==> src/rtl/iter_muldiv_unit.sv <==
// Radix-2 iterative mul/div (WIDTH x WIDTH -> 2*WIDTH, 2*WIDTH / WIDTH), ZNCO flags; done at E0+W+2 (precheck E0+3).
// Caller stalls on busy; start is ignored while busy. `define MULDIV_EARLY_OUT_EN ends MUL* once the multiplier is exhausted.
module iter_muldiv_unit #(
  parameter int WIDTH = 16
) (
  input  logic             clk,
  input  logic             rst,
  input  logic             start,
  input  logic [1:0]       op,
  input  logic [WIDTH-1:0] src_a,
  input  logic [WIDTH-1:0] src_a_hi,
  input  logic [WIDTH-1:0] src_b,
  output logic             busy,
  output logic             done,
  output logic [WIDTH-1:0] res_lo,
  output logic [WIDTH-1:0] res_hi,
  output logic [3:0]       flags
);

  localparam int W  = WIDTH;
  localparam int CW = $clog2(WIDTH + 1);
  localparam logic [W-1:0] HALF = {1'b1, {(W-1){1'b0}}};

  typedef enum logic [2:0] {S_IDLE, S_PREP, S_RUN, S_FIX, S_DONE} state_t;

  state_t         state_q, state_d;
  logic [1:0]     op_q, op_d;
  logic [W-1:0]   a_lo_q, a_lo_d, a_hi_q, a_hi_d, b_q, b_d;
  logic [2*W-1:0] acc_q, acc_d, mcand_q, mcand_d;
  logic [W-1:0]   mplier_q, mplier_d;
  logic [CW-1:0]  cnt_q, cnt_d;
  logic           neg_q, neg_d, rem_neg_q, rem_neg_d;
  logic           pre_dz_q, pre_dz_d, pre_ov_q, pre_ov_d, hold_q, hold_d;
  logic [W-1:0]   res_lo_q, res_lo_d, res_hi_q, res_hi_d;
  logic [3:0]     flags_q, flags_d;

  logic           is_signed, is_div, a_neg, b_neg;
  logic [W-1:0]   a_mag, b_mag;
  logic [2*W-1:0] dvd, dvd_mag, mul_sum, prod;
  logic [W:0]     div_top;
  logic           div_ge;
  logic [W-1:0]   div_rem, q_mag, r_mag, q_val, r_val, div_lo;
  logic           q_ovf, mul_stop, mul_ext;

  assign is_signed = op_q[0];
  assign is_div    = op_q[1];
  assign a_neg     = is_signed & (is_div ? a_hi_q[W-1] : a_lo_q[W-1]);
  assign b_neg     = is_signed & b_q[W-1];
  assign a_mag     = a_neg ? -a_lo_q : a_lo_q;
  assign b_mag     = b_neg ? -b_q : b_q;
  assign dvd       = {a_hi_q, a_lo_q};
  assign dvd_mag   = a_neg ? -dvd : dvd;

  // Partial remainder stays below the divisor, so the W-bit difference is exact.
  assign div_top   = acc_q[2*W-1:W-1];
  assign div_ge    = div_top >= {1'b0, mcand_q[W-1:0]};
  assign div_rem   = div_top[W-1:0] - mcand_q[W-1:0];

  assign mul_sum   = mplier_q[0] ? acc_q + mcand_q : acc_q;
  assign prod      = neg_q ? -acc_q : acc_q;
  assign mul_ext   = is_signed ? (prod[2*W-1:W] != {W{prod[W-1]}}) : (prod[2*W-1:W] != '0);

  assign q_mag     = acc_q[W-1:0];
  assign r_mag     = acc_q[2*W-1:W];
  assign q_val     = neg_q ? -q_mag : q_mag;
  assign r_val     = rem_neg_q ? -r_mag : r_mag;
  assign q_ovf     = is_signed & (neg_q ? (q_mag > HALF) : q_mag[W-1]);
  assign div_lo    = q_ovf ? '1 : q_val;

`ifdef MULDIV_EARLY_OUT_EN
  assign mul_stop  = (cnt_q == CW'(1)) || (mplier_q[W-1:1] == '0);
`else
  assign mul_stop  = (cnt_q == CW'(1));
`endif

  always_comb begin
    state_d   = state_q;
    op_d      = op_q;
    a_lo_d    = a_lo_q;
    a_hi_d    = a_hi_q;
    b_d       = b_q;
    acc_d     = acc_q;
    mcand_d   = mcand_q;
    mplier_d  = mplier_q;
    cnt_d     = cnt_q;
    neg_d     = neg_q;
    rem_neg_d = rem_neg_q;
    pre_dz_d  = pre_dz_q;
    pre_ov_d  = pre_ov_q;
    hold_d    = hold_q;
    res_lo_d  = res_lo_q;
    res_hi_d  = res_hi_q;
    flags_d   = flags_q;
    case (state_q)
      S_IDLE: begin
        if (start) begin
          op_d    = op;
          a_lo_d  = src_a;
          a_hi_d  = src_a_hi;
          b_d     = src_b;
          state_d = S_PREP;
        end
      end
      S_PREP: begin
        neg_d     = a_neg ^ b_neg;
        rem_neg_d = a_neg;
        cnt_d     = CW'(W);
        pre_dz_d  = 1'b0;
        pre_ov_d  = 1'b0;
        hold_d    = 1'b0;
        state_d   = S_RUN;
        if (is_div) begin
          acc_d   = dvd_mag;
          mcand_d = {{W{1'b0}}, b_mag};
          // Prechecked results wait one extra FIX cycle before DONE.
          if (b_q == '0) begin
            pre_dz_d = 1'b1;
            hold_d   = 1'b1;
            state_d  = S_FIX;
          end else if (dvd_mag[2*W-1:W] >= b_mag) begin
            pre_ov_d = 1'b1;
            hold_d   = 1'b1;
            state_d  = S_FIX;
          end
        end else begin
          acc_d    = '0;
          mcand_d  = {{W{1'b0}}, a_mag};
          mplier_d = b_mag;
        end
      end
      S_RUN: begin
        cnt_d = cnt_q - CW'(1);
        if (is_div) begin
          acc_d = {div_ge ? div_rem : div_top[W-1:0], acc_q[W-2:0], div_ge};
          if (cnt_q == CW'(1)) state_d = S_FIX;
        end else begin
          acc_d    = mul_sum;
          mcand_d  = mcand_q << 1;
          mplier_d = mplier_q >> 1;
          if (mul_stop) state_d = S_FIX;
        end
      end
      S_FIX: begin
        if (hold_q) begin
          hold_d = 1'b0;
        end else begin
          state_d = S_DONE;
          if (!is_div) begin
            res_lo_d = prod[W-1:0];
            res_hi_d = prod[2*W-1:W];
            flags_d  = {prod == '0, prod[2*W-1], mul_ext, mul_ext};
          end else if (pre_dz_q) begin
            res_lo_d = '1;
            res_hi_d = a_lo_q;
            flags_d  = 4'b0110;
          end else if (pre_ov_q) begin
            res_lo_d = '1;
            res_hi_d = a_hi_q;
            flags_d  = 4'b0101;
          end else begin
            res_lo_d = div_lo;
            res_hi_d = r_val;
            flags_d  = {div_lo == '0, div_lo[W-1], 1'b0, q_ovf};
          end
        end
      end
      S_DONE:  state_d = S_IDLE;
      default: state_d = S_IDLE;
    endcase
  end

  always_ff @(posedge clk or negedge rst) begin
    if (!rst) begin
      state_q   <= S_IDLE;
      op_q      <= '0;
      a_lo_q    <= '0;
      a_hi_q    <= '0;
      b_q       <= '0;
      acc_q     <= '0;
      mcand_q   <= '0;
      mplier_q  <= '0;
      cnt_q     <= '0;
      neg_q     <= 1'b0;
      rem_neg_q <= 1'b0;
      pre_dz_q  <= 1'b0;
      pre_ov_q  <= 1'b0;
      hold_q    <= 1'b0;
      res_lo_q  <= '0;
      res_hi_q  <= '0;
      flags_q   <= '0;
    end else begin
      state_q   <= state_d;
      op_q      <= op_d;
      a_lo_q    <= a_lo_d;
      a_hi_q    <= a_hi_d;
      b_q       <= b_d;
      acc_q     <= acc_d;
      mcand_q   <= mcand_d;
      mplier_q  <= mplier_d;
      cnt_q     <= cnt_d;
      neg_q     <= neg_d;
      rem_neg_q <= rem_neg_d;
      pre_dz_q  <= pre_dz_d;
      pre_ov_q  <= pre_ov_d;
      hold_q    <= hold_d;
      res_lo_q  <= res_lo_d;
      res_hi_q  <= res_hi_d;
      flags_q   <= flags_d;
    end
  end

  assign busy   = (state_q != S_IDLE);
  assign done   = (state_q == S_DONE);
  assign res_lo = res_lo_q;
  assign res_hi = res_hi_q;
  assign flags  = flags_q;

endmodule
==> config.mk <==
export PLATFORM = sky130hd
export DESIGN_NAME = iter_muldiv_unit
export DESIGN_NICKNAME = d
export VERILOG_FILES = /design/src/rtl/iter_muldiv_unit.sv
export SDC_FILE = /design/constraint.sdc
export NUM_CORES = 1
export LEC_CHECK = 0
export ABC_AREA = 1
export CORE_MARGIN = 2
export CORE_UTILIZATION = 45
export CTS_CLUSTER_DIAMETER = 60
export CTS_CLUSTER_SIZE = 24
export DETAILED_ROUTE_END_ITERATION = 6
export PLACE_DENSITY = 0.67
export SLEW_MARGIN = 20
export SYNTH_ARGS = -nofsm -noshare
export SYNTH_HDL_FRONTEND = slang
export SYNTH_SLANG_ARGS = --single-unit
==> constraint.sdc <==
create_clock -name clk -period 6.9 [get_ports clk]
set_input_delay 1.38 -clock clk [delete_from_list [all_inputs] [get_ports clk]]
set_output_delay 1.38 -clock clk [all_outputs]
set_load 0.1 [all_outputs]
* Word-level counts from Yosys, hierarchy flattened *
Index checks and enable logic that the tools add are counted.

storage, ports and cells
  register bits = 179
  logic and storage cells = 106

cells by class
  bitwise operators = 5
  reduce and logical (&&, ||, !) cells = 14
  $add $sub $neg = 9
  equality and inequality tests = 12
  multiplexer cells = 46
  order comparisons = 3

operators by type and width
  operator              count
  $mux 16               15
  $mux 32               6
  $pmux 32 s2           2
  $neg 16->16           4
  $neg 32->32           2
  $add 32x32->32        1
  $logic_not 16->1      2
  $logic_not 32->1      1
  $pmux 16 s2           1
  $ge 17x16->1          1
  $ge 16x16->1          1
  $gt 16x16->1 const B  1
  $ne 16x16->1          1
  $reduce_bool 16->1    1
  $sub 16x16->16        1
  $mux 1                13
  $mux 4                3
  $pmux 3 s4            1
  $ne 2x2->1 const B    5
  $pmux 5 s2            1
  $mux 3                3
  $reduce_and 2->1      4
  $eq 3x2->1 const B    2
  $reduce_and 3->1      2
  other kinds (12)      15

* Depth between registers and ports, before layout *
Gate-level depths: netlist (run 1).

  depth after elaboration = 8
  mapped depth = 22

* Worst setup path after synthesis (run 1) *
Ideal clock, no wire load.

  kind = register to output
  from = register state_q[1]
  to = output port done
  stages on the path, launching flop included = 2
  required time = 5.520 ns
  path buffers = 0
  arrival time = 2.513 ns
  path slack = 3.007 ns
  path through = dfrtp_1 > nor3_1

on the way
  word-level cells in the longest chain between the ends = 1

ends and longest elaborated chain
  item                    line  source
  start, declared         26    state_t state_q, state_d;
  start signal, assigned  192   state_q <= state_d;
  $eq 3x3->1              213   assign done = (state_q == S_DONE);
  end, declared           14    output logic done,

No other way between the ends.

* Worst setup path after layout (run 1) *
  from = register state_q[2]
  to = output port done

The elaborated chain is that of the path after synthesis.

==> results.ini, run 1 <==
[status]
status = completed

[logic_synthesis]
postSynthAreaPerCell_um2 = 6.95
mappedNetlistArea_um2 = 13700
synth.distinct_cells = 56
yosysSeqAreaShare_pct = 32.6
syn_inst = 1975
yosys_warnings = 0
synth_edf_count = 0
async_reset_ff_share_pct = 100
ys_ff_latch = 179
synth.net_count = 2100
synth-main-ff-cell = dfrtp_1

[detailed_routing]
vias_per_cell = 5.84
drt-total-wl_mm = 52.6
wl_per_cell_um = 21.6
firstDrtPassIters = 6
drcViolationCount = 0
drt_iter0_markers = 1316
num_vias = 14200
ant_nets = 0

[final_layout]
final_common_cell = nand2_1
area_growth_pct = 13.4
layout_common_cells = 422 x nand2_1, 238 x nor2_1, 212 x inv_1
nNetsFinal = 2156
final_core_util_pct = 52.1
fillers = 3021
drive_above_1_share_pct = 4.50
n_antenna_cell = 0

[worst_hold_path]
hp-class = register to register

[die]
rows = 63
io_pins = 91
die_x_um = 179
die-area_um2 = 31900
initial_utilization_pct = 45.9
chipHeight_um = 179
coreArea_um2 = 29900

[clock_network]
cts_buffers = 17
cts_max_level = 4
cts_setup_buffers = 0
path_clk_slew_ps = 80
cts_tree = yes
clock_latency_ps = 470
cts-root-buf = clkbuf_16
ctsHoldBuffers = 0
cts_resized = 0
clk_path_buf_depth = 2
clock-sinks = 179

[timing]
hold_viol = 0
slew_violations = 0
worst_pin_slew_ps = 990
final.period_utilization_pct = 54.8
rsz0062_at_grt = no
worst_slack_ps = 3120
fin_crit_ps = 3780
finClkSkew_ps = 16.0
relSlewSlack_pct = 33.8
fmax_mhz = 264
tns_ps = 0
setup-violations-final = 0

[global_route]
grt_pass1_vias = 13600
grt_max_degree = 91
antenna_found_initial = 0
track_usage_pct = 34.0
overflow = 0
grt_pass1_wl_mm = 80.5

[critical_path]
required_ps = 5520
crit_slowest_cell = clkdlybuf4s50_1
crit_chain = inv_1 > nor3_1 > clkdlybuf4s50_1
cp-start-kind = register
crit_buf_inv = 2
crit_type = register to output pin
cp_slowest_stage_delay_ps = 1190
critPathArrivalTime_ps = 2400
path_delay_family = buffers and inverters
critPathCaptureType = output pin
crit_fanout = 3

[placement]
hpwlAfterDp_mm = 41.3
routabilityCongestion = 1.00
place_ws_ps = 3440
port_buffers = 90

[job]
drv_cap = 0

[area by class of cell]
class                           count  area (um2)  area share, %
Multi-Input combinational cell   1507        8150           52.4
Sequential cell                   179        4480           28.8
Timing Repair Buffer              105        1020           6.54
Inverter                          221         830           5.33
Tap cell                          390         488           3.14
Clock buffer                       19         453           2.91
Clock inverter                     13         146          0.941
[cell usage after synthesis (all sizes together) (15+ instances only)]
library cell  number  share of area, %
o211ai            21               1.1
nand4             17              0.77
nor2             246               6.9
dfrtp            179                33
a31oi             18              0.82
clkbuf            41               1.1
ha                70               6.4
nand2            426                12
inv              220               6.0
nand3            113               4.2
buf               27              0.92
xor2              73               4.7
xnor2             19               1.2
a22oi             15              0.82
o21ai            161               5.9
a21oi            198               7.2
nor3              27               1.1
[logic make-up after synthesis]
family | after synthesis | synth area share, %
AOI/OAI and AO/OA | 480 | 19.7
and+or+nand+nor | 850 | 25.9
DFF | 179 | 32.6
muxes | 13 | 1.06
xor gates and xnor gates | 92 | 5.87
adders and majority gates | 72 | 6.67
buffers and inverters | 289 | 8.09
[worst register-to-register path, stage by stage (launching register included)]
cell and delay, ps:
dfrtp_1 380, inv_1 600, nor2_1 170, nor3_4 140
buf_4 290, inv_2 170, o21ai_1 180, xor2_1 250
ha_1 280, a21oi_1 150, o21ai_0 90, a21oi_1 140
nand3_1 110, o21ai_0 270, nand3_1 110, nand2_1 80
nand2_1 40
[per-stage QoR]
stage	cell area [um2]	std cells	hold WS [ps]
3_5_place_dp	15000	2402	468
6_report	15600	2434	486
4_1_cts	15600	2434	485
2_1_floorplan	13700	1975	447
5_1_grt	15600	2434	507
3_3_place_gp	15000	2402	466
[state kept, by name (all words and copies together) (netlist names)]
name,flops
acc_q,32
mcand_q,32
a_hi_q,16
a_lo_q,16
b_q,16
mplier_q,16
res_hi,16
res_lo,16
cnt_q,5
flags,4
state_q,3
op_q,2
hold_q,1
neg_q,1
pre_dz_q,1
pre_ov_q,1
rem_neg_q,1
[worst paths after layout]
path	slack, ps	from	to	cells after the start
max	3120	state_q[2]	done	3
min	490	res_hi[1]	res_hi[1]	2
max reg2reg	3360	op_q[1]	state_q[0]	16
min reg2reg	490	res_hi[1]	res_hi[1]	2
max in group asynchronous	4700	rst	a_hi_q[5]	2
min in group asynchronous	940	rst	mcand_q[21]	1
[metal layers]
metal	routed length (um)	share of wire, %	GRT usage (%)
met5	81	0.15	2.08
met1	22600	43	46.2
met3	4300	8.2	6.73
met4	2180	4.1	13.6
met2	23500	45	52.9
Power of run 1 is left out: the tool's default activity adds up to more than one toggle a clock period on the data nets, which glitch-free logic cannot reach.
==> run 2: changes to the inputs <==
==> constraint.sdc (replaced) <==
create_clock -name clk -period 3.85 [get_ports clk]
set_input_delay 0.77 -clock clk [delete_from_list [all_inputs] [get_ports clk]]
set_output_delay 0.77 -clock clk [all_outputs]
set_load 0.1 [all_outputs]
==> run 2 against run 1 <==
Net effect: clock-buffer cell count is the same; register-to-register slack worse by 2900 ps; non-clock buffer count grew 34; first-iteration DRC count is 5.5% lower; via count up 0.97%; routed wire length is 1.3% higher; cell count is 1.4% higher; core utilization up 0.96 points; flip-flop and latch count unchanged; setup slack worse by 2600 ps; sequential share of layout area down 0.52 points; worst hold slack worse by 160 ps; critical path type is now register to register; critical endpoint is now state_q[0]; highest routed layer unchanged.
==> results.ini, run 2 (synthesis results as in run 1) <==
[status]
status = completed

[clock_network]
clk_path_buf_depth = 2  ; unchanged
cts_resized = 0  ; unchanged
cts_tree = yes
ctsHoldBuffers = 0  ; unchanged
clock-sinks = 179  ; unchanged
cts_buffers = 17  ; unchanged
cts-root-buf = clkbuf_16
path_clk_slew_ps = 70  ; about the same
clock_latency_ps = 470  ; about the same
cts_setup_buffers = 0  ; unchanged
cts_max_level = 4  ; unchanged

[timing]
rsz0062_at_grt = no
setup-violations-final = 0  ; unchanged
finClkSkew_ps = 15.4  ; -0.597 ps
fin_crit_ps = 3350
relSlewSlack_pct = 33.6  ; -0.14 points
slew_violations = 0  ; unchanged
final.period_utilization_pct = 86.9
worst_pin_slew_ps = 993  ; +2.16 ps
fmax_mhz = 299
hold_viol = 0  ; unchanged
tns_ps = 0  ; unchanged

[global_route]
track_usage_pct = 34.1  ; +0.12 points
grt_max_degree = 94  ; +3.3%
grt_pass1_vias = 13400  ; -1.7%
antenna_found_initial = 3  ; +3
grt_pass1_wl_mm = 80.5  ; about the same
overflow = 0  ; unchanged

[detailed_routing]
vias_per_cell = 5.82  ; -0.42%
num_vias = 14400  ; +0.97%
drcViolationCount = 0  ; unchanged
firstDrtPassIters = 5  ; -1
wl_per_cell_um = 21.6  ; about the same
drt-total-wl_mm = 53.3  ; +1.3%
ant_nets = 0  ; unchanged
drt_iter0_markers = 1243  ; -5.5%

[critical_path]
crit_slowest_cell = dfrtp_1
critPathCaptureType = register
crit_buf_inv = 5  ; +3
crit_fanout = 4  ; +1
critPathArrivalTime_ps = 3710  ; +1310 ps
worstRegToRegCells = 22  ; +6
path_delay_family = simple AND/OR/NAND/NOR gates
cp-start-kind = register
crit_cells = 22  ; +19
cp_common_cell = nand3_1
cp_slowest_stage_delay_ps = 460  ; -730 ps
required_ps = 4210  ; -1310 ps
crit_chain = inv_1 > ha_1 > nand3_1 > nor2_1 > nand3_1 > nor2_1 > nand3_1 > o21ai_0 > xor2_1 > inv_1 > ha_1 > nand2_1 > inv_1 > nand3_1 > inv_1 > a21oi_1 > nand3_1 > o21ai_0 > buf_4 > nand3_1 > nand2_1 > nand2_1
crit_type = register to register

[final_layout]
n_antenna_cell = 0  ; unchanged
top_regs = acc_q (32), mcand_q (32)
layout_common_cells = 422 x nand2_1, 238 x nor2_1, 212 x inv_1
final_common_cell = nand2_1
drive_above_1_share_pct = 6.16  ; +1.7 points
nNetsFinal = 2190  ; +1.6%
fillers = 2989  ; -1.1%
regArea_um2 = 4480  ; unchanged
multi_input_area_um2 = 8150  ; unchanged
area_growth_pct = 15.5

[job]
drv_cap = 0  ; unchanged

[placement]
hpwlAfterDp_mm = 42.3  ; +2.3%
routabilityCongestion = 0.968  ; -3.3%
port_buffers = 90  ; unchanged

[die]
coreArea_um2 = 29900  ; unchanged
rows = 63  ; unchanged
initial_utilization_pct = 45.9  ; unchanged
die_x_um = 179  ; unchanged
die-area_um2 = 31900  ; unchanged
io_pins = 91  ; unchanged
chipHeight_um = 179  ; unchanged

[worst_hold_path]
hp-class = primary input to asynchronous set/reset pin

[run 2: cell count changes in the layout (fill, tap and decap cells not counted)]
| cell | previous run | this run |
|---|---|---|
| buf_12 | 0 | 3 |
| clkinvlp_4 | 1 | 2 |
| clkinv_4 | 3 | 0 |
| buf_4 | 15 | 48 |
| clkdlybuf4s50_1 | 89 | 87 |
| inv_6 | 3 | 5 |
[run 2: path summary, 6_finish.rpt]
check,from,endpoint,slack (ps)
worst min register to register,cnt_q[3],cnt_q[3],480
min in group clk,cnt_q[3],cnt_q[3],480
max in group asynchronous,rst,a_hi_q[1],2700
worst min-delay path,rst,mcand_q[27],320
worst max-delay path,b_q[0],state_q[0],500
worst max register to register,b_q[0],state_q[0],500
[run 2: through the flow]
stage | instance area, um2 | worst slack (ps) | utilization [%] | instances | hold slack (ps)
2_1_floorplan | 13700 | 567 | - | 1975 | 447
3_3_place_gp | 15300 | 592 | 51.1 | 2436 | 463
3_5_place_dp | 15300 | 525 | 51.1 | 2436 | 467
4_1_cts | 15900 | 499 | 53.1 | 2468 | 426
5_1_grt | 15900 | 128 | 53.1 | 2468 | 404
6_report | 15900 | 504 | 53.1 | 2468 | 321
[run 2: area by class of cell]
cell class / count / area share [%]
multi-input combinational: 1507 / 51.4
sequential: 179 / 28.3
timing repair buffer: 139 / 8.23
inverter: 221 / 5.23
tap: 390 / 3.08
clock buffer: 19 / 2.86
clock inverter: 13 / 0.916
[run 2: worst register-to-register path: stages (launching register included)]
cell and delay (ps):
dfrtp_1 460, inv_1 130, ha_1 180, nand3_1 120
nor2_1 170, nand3_1 110, nor2_1 180, nand3_1 120
o21ai_0 210, xor2_1 230, inv_1 90, ha_1 270
nand2_1 80, inv_1 50, nand3_1 80, inv_1 40
a21oi_1 140, nand3_1 100, o21ai_0 170, buf_4 150
nand3_1 60, nand2_1 70, nand2_1 40
[run 2: layer usage]
layer	GRT usage (%)	vias to the layer above	part of all wire, %
li1	-	6785	-
met1	46.2	6824	43
met2	53.9	635	45
met3	7.14	103	8.2
met4	12.3	6	3.4
met5	0	-	0.075
Power of run 2 is left out for the same reason.
